==> src/rtl/dphy_multilane_tx.sv <==
// Multi-lane D-PHY style transmitter: LP-11 -> LP-01 -> LP-00 -> HS-0 -> sync byte -> payload -> trail -> LP-11.
// Every lane shifts its byte out LSB-first, one bit per TX_DDR_clk rising edge, all lanes bit-aligned.
module dphy_multilane_tx #(
    parameter int NUM_LANES    = 2,
    parameter int T_LPX        = 4,
    parameter int T_HS_PREPARE = 4,
    parameter int T_HS_ZERO    = 8,
    parameter int T_HS_TRAIL   = 8,
    parameter int T_HS_EXIT    = 4
) (
    input  logic                   TX_DDR_clk,
    input  logic                   TX_rst,
    input  logic                   TX_REQ,
    input  logic                   TX_VALID,
    input  logic [8*NUM_LANES-1:0] TX_DATA,
    output logic                   TX_READY,
    output logic [NUM_LANES-1:0]   Dp,
    output logic [NUM_LANES-1:0]   Dn,
    output logic [2:0]             TX_STATE,
    output logic                   TX_UNDERFLOW,
    output logic [15:0]            TX_BEAT_CNT
);

    typedef enum logic [2:0] {
        ST_STOP      = 3'd0,
        ST_LP_RQST   = 3'd1,
        ST_LP_BRIDGE = 3'd2,
        ST_HS_ZERO   = 3'd3,
        ST_HS_SYNC   = 3'd4,
        ST_HS_DATA   = 3'd5,
        ST_HS_TRAIL  = 3'd6,
        ST_HS_EXIT   = 3'd7
    } state_t;

    localparam logic [7:0] LPX_LAST     = 8'(T_LPX - 1);
    localparam logic [7:0] PREPARE_LAST = 8'(T_HS_PREPARE - 1);
    localparam logic [7:0] ZERO_LAST    = 8'(T_HS_ZERO - 1);
    localparam logic [7:0] TRAIL_LAST   = 8'(T_HS_TRAIL - 1);
    localparam logic [7:0] EXIT_LAST    = 8'(T_HS_EXIT - 1);
    localparam logic [7:0] SYNC_BYTE    = 8'hB8;

    state_t                    state;
    logic [7:0]                dur;
    logic [2:0]                bit_cnt;
    logic [NUM_LANES-1:0][7:0] shift;
    logic                      ready_q;
    logic                      underflow_q;
    logic [15:0]               beat_cnt;
    logic                      hs_shift;
    logic                      boundary;
    logic [NUM_LANES-1:0]      line_bits;

    // Handshake: a beat transfers on a rising edge where TX_READY and TX_VALID are both 1.
    // TX_READY is registered, so it reflects TX_REQ sampled on the edge that enters the boundary cycle.
    assign hs_shift = (state == ST_HS_SYNC) || (state == ST_HS_DATA);
    assign boundary = hs_shift && (bit_cnt == 3'd7);

    always_ff @(posedge TX_DDR_clk or posedge TX_rst) begin
        if (TX_rst) begin
            state       <= ST_STOP;
            dur         <= '0;
            bit_cnt     <= '0;
            shift       <= '0;
            ready_q     <= 1'b0;
            underflow_q <= 1'b0;
            beat_cnt    <= '0;
        end else begin
            underflow_q <= 1'b0;
            ready_q     <= hs_shift && (bit_cnt == 3'd6) && TX_REQ;
            case (state)
                ST_STOP: begin
                    if (TX_REQ) begin
                        state    <= ST_LP_RQST;
                        dur      <= '0;
                        beat_cnt <= '0;
                    end
                end
                ST_LP_RQST: begin
                    if (dur == LPX_LAST) begin
                        state <= ST_LP_BRIDGE;
                        dur   <= '0;
                    end else begin
                        dur <= dur + 8'd1;
                    end
                end
                ST_LP_BRIDGE: begin
                    if (dur == PREPARE_LAST) begin
                        state <= ST_HS_ZERO;
                        dur   <= '0;
                    end else begin
                        dur <= dur + 8'd1;
                    end
                end
                ST_HS_ZERO: begin
                    if (dur == ZERO_LAST) begin
                        state   <= ST_HS_SYNC;
                        dur     <= '0;
                        bit_cnt <= '0;
                        for (int i = 0; i < NUM_LANES; i++) begin
                            shift[i] <= SYNC_BYTE;
                        end
                    end else begin
                        dur <= dur + 8'd1;
                    end
                end
                ST_HS_SYNC, ST_HS_DATA: begin
                    bit_cnt <= bit_cnt + 3'd1;
                    if (boundary) begin
                        if (ready_q && TX_VALID) begin
                            state <= ST_HS_DATA;
                            shift <= TX_DATA;
                            if (beat_cnt != 16'hFFFF) begin
                                beat_cnt <= beat_cnt + 16'd1;
                            end
                        end else begin
                            // Trail holds the inverse of each lane's final bit; bit 0 is what the lines show.
                            state       <= ST_HS_TRAIL;
                            dur         <= '0;
                            underflow_q <= ready_q;
                            for (int i = 0; i < NUM_LANES; i++) begin
                                shift[i][0] <= ~shift[i][0];
                            end
                        end
                    end else begin
                        for (int i = 0; i < NUM_LANES; i++) begin
                            shift[i] <= {1'b0, shift[i][7:1]};
                        end
                    end
                end
                ST_HS_TRAIL: begin
                    if (dur == TRAIL_LAST) begin
                        state <= ST_HS_EXIT;
                        dur   <= '0;
                    end else begin
                        dur <= dur + 8'd1;
                    end
                end
                ST_HS_EXIT: begin
                    if (dur == EXIT_LAST) begin
                        state <= ST_STOP;
                        dur   <= '0;
                    end else begin
                        dur <= dur + 8'd1;
                    end
                end
                default: state <= ST_STOP;
            endcase
        end
    end

    always_comb begin
        line_bits = '0;
        for (int i = 0; i < NUM_LANES; i++) begin
            line_bits[i] = shift[i][0];
        end
    end

    // Line levels decode from registered state only, so no input reaches Dp/Dn combinationally.
    always_comb begin
        Dp = '1;
        Dn = '1;
        case (state)
            ST_LP_RQST: begin
                Dp = '0;
                Dn = '1;
            end
            ST_LP_BRIDGE: begin
                Dp = '0;
                Dn = '0;
            end
            ST_HS_ZERO: begin
                Dp = '0;
                Dn = '1;
            end
            ST_HS_SYNC, ST_HS_DATA, ST_HS_TRAIL: begin
                Dp = line_bits;
                Dn = ~line_bits;
            end
            default: begin
                Dp = '1;
                Dn = '1;
            end
        endcase
    end

    assign TX_STATE     = state;
    assign TX_READY     = ready_q;
    assign TX_UNDERFLOW = underflow_q;
    assign TX_BEAT_CNT  = beat_cnt;

endmodule
==> config.mk <==
export PLATFORM = sky130hd
export DESIGN_NAME = dphy_multilane_tx
export DESIGN_NICKNAME = d
export VERILOG_FILES = /design/src/rtl/dphy_multilane_tx.sv
export SDC_FILE = /design/constraint.sdc
export NUM_CORES = 1
export LEC_CHECK = 0
export ABC_AREA = 1
export CAP_MARGIN = 20
export CORE_MARGIN = 2
export CORE_UTILIZATION = 54
export CTS_BUF_LIST = sky130_fd_sc_hd__clkbuf_16
export CTS_CLUSTER_SIZE = 14
export DETAILED_ROUTE_END_ITERATION = 12
export PLACE_DENSITY = 0.84
export SETUP_SLACK_MARGIN = 0.1
export SLEW_MARGIN = 0
export SYNTH_ARGS = -nofsm -noshare
export SYNTH_HDL_FRONTEND = slang
export SYNTH_SLANG_ARGS = --single-unit
==> constraint.sdc <==
create_clock -name TX_DDR_clk -period 2.07 [get_ports TX_DDR_clk]
set_input_delay 0.207 -clock TX_DDR_clk [delete_from_list [all_inputs] [get_ports TX_DDR_clk]]
set_output_delay 0.207 -clock TX_DDR_clk [all_outputs]
set_load 0.01 [all_outputs]
==> results of run 1 <==
-- cell usage in the layout, fill, tap and decap left out --
master / n
a21oi_1: 2
a21oi_2: 1
buf_4: 12
bufinv_16: 1
clkbuf_16: 5
clkdlybuf4s50_1: 41
clkinv_2: 1
dfrtp_1: 47
dfrtp_2: 1
dlygate4sd2_1: 2
dlymetal6s2s_1: 1
ha_1: 5
inv_1: 27
inv_2: 6
inv_4: 1
nand2_1: 151
nand2_2: 4
nand2_4: 3
nand3_1: 41
nand3b_1: 1
nand4_1: 9
nor2_1: 57
nor2_2: 3
nor2_4: 2
nor2_8: 1
nor3_1: 7
nor3b_1: 1
o211ai_1: 5
o21a_1: 1
o21ai_0: 14
o21ai_1: 7
o21ai_2: 1
o21bai_1: 2
xnor2_1: 2
xor2_1: 5
-- worst register-to-register path, cell delays in order (launching register included) --
cell and delay (ns):
dfrtp_1 0.41, inv_1 0.12, nand2_4 0.19, inv_4 0.14, nand2_4 0.15, nand2_4 0.07
nor2_1 0.32, inv_1 0.16, nand2_1 0.08, nand3_1 0.06
-- state kept, by name, summed over array words and instances, names as in the netlist --
register      cells
TX_BEAT_CNT      16
shift            14
dur               8
TX_STATE          3
bit_cnt           3
line_bits         2
TX_READY          1
TX_UNDERFLOW      1
-- how the worst min path moves through the flow --
stage	startpoint	to	slack, ns	cells after the start
3_5_place_dp	shift[1]$_DFFE_PP0P_	shift[1]$_DFFE_PP0P_	0.46	2
2_1_floorplan	TX_VALID	TX_UNDERFLOW$_DFF_PP0_	0.27	1
3_3_place_gp	shift[2]$_DFFE_PP0P_	shift[2]$_DFFE_PP0P_	0.46	2
4_1_cts	TX_rst	TX_BEAT_CNT[14]$_DFFE_PP0P_	0.42	3
5_1_grt	TX_rst	TX_BEAT_CNT[14]$_DFFE_PP0P_	0.44	3
6_report	TX_rst	TX_BEAT_CNT[14]$_DFFE_PP0P_	0.39	3
-- repair_timing --
item,in CTS,in global routing
setup buffers,2,1
endpoints found under the setup margin,4,15
gates resized for setup,4,6
-- cell type report --
type,instances,area [sq um],share of cell area (%)
multi-input combinational,325,1529,42.01
inverter,33,126.4,3.472
clock buffer,5,125.1,3.438
clock inverter,3,38.79,1.066
sequential,48,1202,33.04
tap,70,87.58,2.406
timing repair buffer,56,530.5,14.58
-- metal layers --
metal | vias up | GRT usage [%] | share of wire, %
li1 | 1434 | - | -
met1 | 1329 | 34.59 | 46
met2 | 96 | 37.67 | 48
met3 | 7 | 4.302 | 6.0
met4 | 0 | 6.250 | 0.63
met5 | - | 0 | 0
-- kinds of logic after synthesis --
| kind of cell | synth area share (%) |
|---|---|
| AND/OR/NAND/NOR | 41.09 |
| flip-flops | 41.04 |
| buffers and inverters | 7.054 |
| AO/OA/AOI/OAI | 6.584 |
| XOR/XNOR | 2.095 |
| adder cells (fa/ha/maj) | 2.138 |
-- report_power, final --
group	internal (W)	total [W]	switching, W	leakage, nW
clock network	0.000564	0.000915	0.000351	0.0850
registers	0.00119	0.00140	0.000205	0.634
logic	0.000742	0.00201	0.00127	1.01
total	0.00250	0.00433	0.00183	1.73
-- metrics by stage --
step | instance area (sq um) | std cells | util, %
6_report | 3640 | 540 | 70.37
4_1_cts | 3621 | 539 | 70.00
3_3_place_gp | 3442 | 529 | 66.55
2_1_floorplan | 2927 | 416 | -
3_5_place_dp | 3442 | 529 | 66.55
5_1_grt | 3640 | 540 | 70.37
==> impl_metrics.csv, run 1 <==
group,metric,value,unit
run_status,status,"finished clean",
floorplanning,die_w,77.62,um
setup_path,crit_slowest_cell,"clkdlybuf4s50_1",
grt,grt_max_degree,49,
drt,vias,2866,
synth,synth_warnings,0,
drt,drc_errors,0,
synth,synth.area.top_cells,"dfrtp_1, nand2_1, nor2_1",
clock_tree,cts_tree,"built",
clock_tree,cts.sinks,48,
setup_path,crit_end,"Dp[1]",
setup_path,r2r_end,"dur[2]$_DFFE_PP0P_",
clock_tree,clk_pin_slew,0.07,ns
clock_tree,clockRootBuffer,"clkbuf_16",
setup_path,cpLargestDelayFamily,"buffers and inverters",
sta,timing.max_slew.rel_slack,59.09,%
setup_path,cp-start-kind,"register",
run,cap_violations,0,
setup_path,worst-r2r-cell-count,9,
synth,ys_seq_area_share,41.04,%
synth,synth_cell_types,32,
drt,postRouteAntennaNets,0,
setup_path,reg2reg_slack,0.26,ns
drt,postRouteWirelength,7184,um
sta,fmax,525.9,MHz
drt,dr.pass1.iters,5,
sta,holdWs,0.3919,ns
setup_path,critical_path_class,"reg -> out",
finish,drive_gt1_share,8.936,%
clock_tree,clock_latency,0.29,ns
setup_path,critPathMaxFanout,6,
drt,via_per_inst,5.307,
setup_path,crit_path_end_kind,"output port",
synth,synth.avg_cell_area,7.035,sq um
floorplanning,placementRows,26,
setup_path,worstSetupPathDepth,5,
synth,yosysTopAreaCell,"dfrtp_1",
setup_path,critical-path-top-cell-by-count,"nor2_1",
grt,grt_pass1_wl,11880,um
sta,fin_skew,0.005920,ns
synth,synth_top_area_share,41.04,%
sta,period_needed,1.901,ns
finish,nNetsFinal,494,
worst_hold_path,hold_path_class,"in -> async",
grt,antenna_found_initial,0,
sta,finalCritPeriodShare,91.86,%
power,ir_drop,0.5438,mV
sta,worst_slew_pin_slew,0.6136,ns
finish,n_antenna_cell,0,
floorplanning,dieArea,6024,sq um
synth,synth_most_common_cell,"nand2_1",
power,power,0.004326,W
grt,track_usage,24.10,%
sta,hold_violations,0,
setup_path,required,1.86,ns
setup_path,crit_start,"TX_STATE[0]$_DFFE_PP0P_",
synth,async_reset_ff_share,100.0,%
synth,netlist_area,2927,sq um
sta,slew_violations,0,
power,power_leakage,1.728,nW
clock_tree,clk_path_buf_depth,2,
clock_tree,cts_made_buffers,5,
clock_tree,htreeDepth,2,
floorplanning,core_area,5172,sq um
floorplanning,start_util,56.58,%
power,power_density,1189,nW/um^2
placed_design,dp_slack,0.1590,ns
synth,syn_inst,416,
synth,ys_ff_latch,48,
placed_design,gp_congestion,0.9123,
setup_path,path_cells,"buf_4 > nor2_2 > nor2_1 > nor2_1 > clkdlybuf4s50_1",
drt,drtIter0Drc,231,
placed_design,dp_hpwl,4977,um
floorplanning,io_pins,45,
floorplanning,die_height,77.62,um
setup_path,cp.arrival,1.69,ns
grt,grt_remaining_overflow,0,
sta,setup_viol,0,
grt,grt_pass1_vias,2630,
synth,synth_top_flop_cell,"dfrtp_1",
finish,syn2layout_area_growth,24.37,%
clock_tree,hold_buffers,0,
synth,synth_common_cells,"nand2_1, nor2_1, dfrtp_1",
setup_path,worst-path-buf-inv,2,
setup_path,timing.rr.start,"TX_STATE[1]$_DFFE_PP0P_",
placed_design,io_buffers,44,
setup_path,cpPeakStageDelay,0.54,ns
sta,worst_slack,0.1685,ns
sta,fin_setup_tns,0,ns
drt,wl_per_cell,13.30,um
synth,synth.net_count,441,
finish,fill_cells,415,
sta,rsz0062_at_grt,"no",
synth,synth_edf_count,0,
Note: power is estimated with default switching activity, not from simulation.
==> run 2: changes to the inputs <==
--- a/config.mk
+++ b/config.mk
@@ -6,12 +6,13 @@
 export NUM_CORES = 1
 export LEC_CHECK = 0
 export ABC_AREA = 1
-export CAP_MARGIN = 20
+export CAP_MARGIN = 10
 export CORE_MARGIN = 2
 export CORE_UTILIZATION = 54
 export CTS_BUF_LIST = sky130_fd_sc_hd__clkbuf_16
 export CTS_CLUSTER_SIZE = 14
 export DETAILED_ROUTE_END_ITERATION = 12
+export GPL_TIMING_DRIVEN = 1
 export PLACE_DENSITY = 0.84
 export SETUP_SLACK_MARGIN = 0.1
 export SLEW_MARGIN = 0
==> results of run 2 <==
The final DEF is identical to that of run 1; final timing and power are the same.
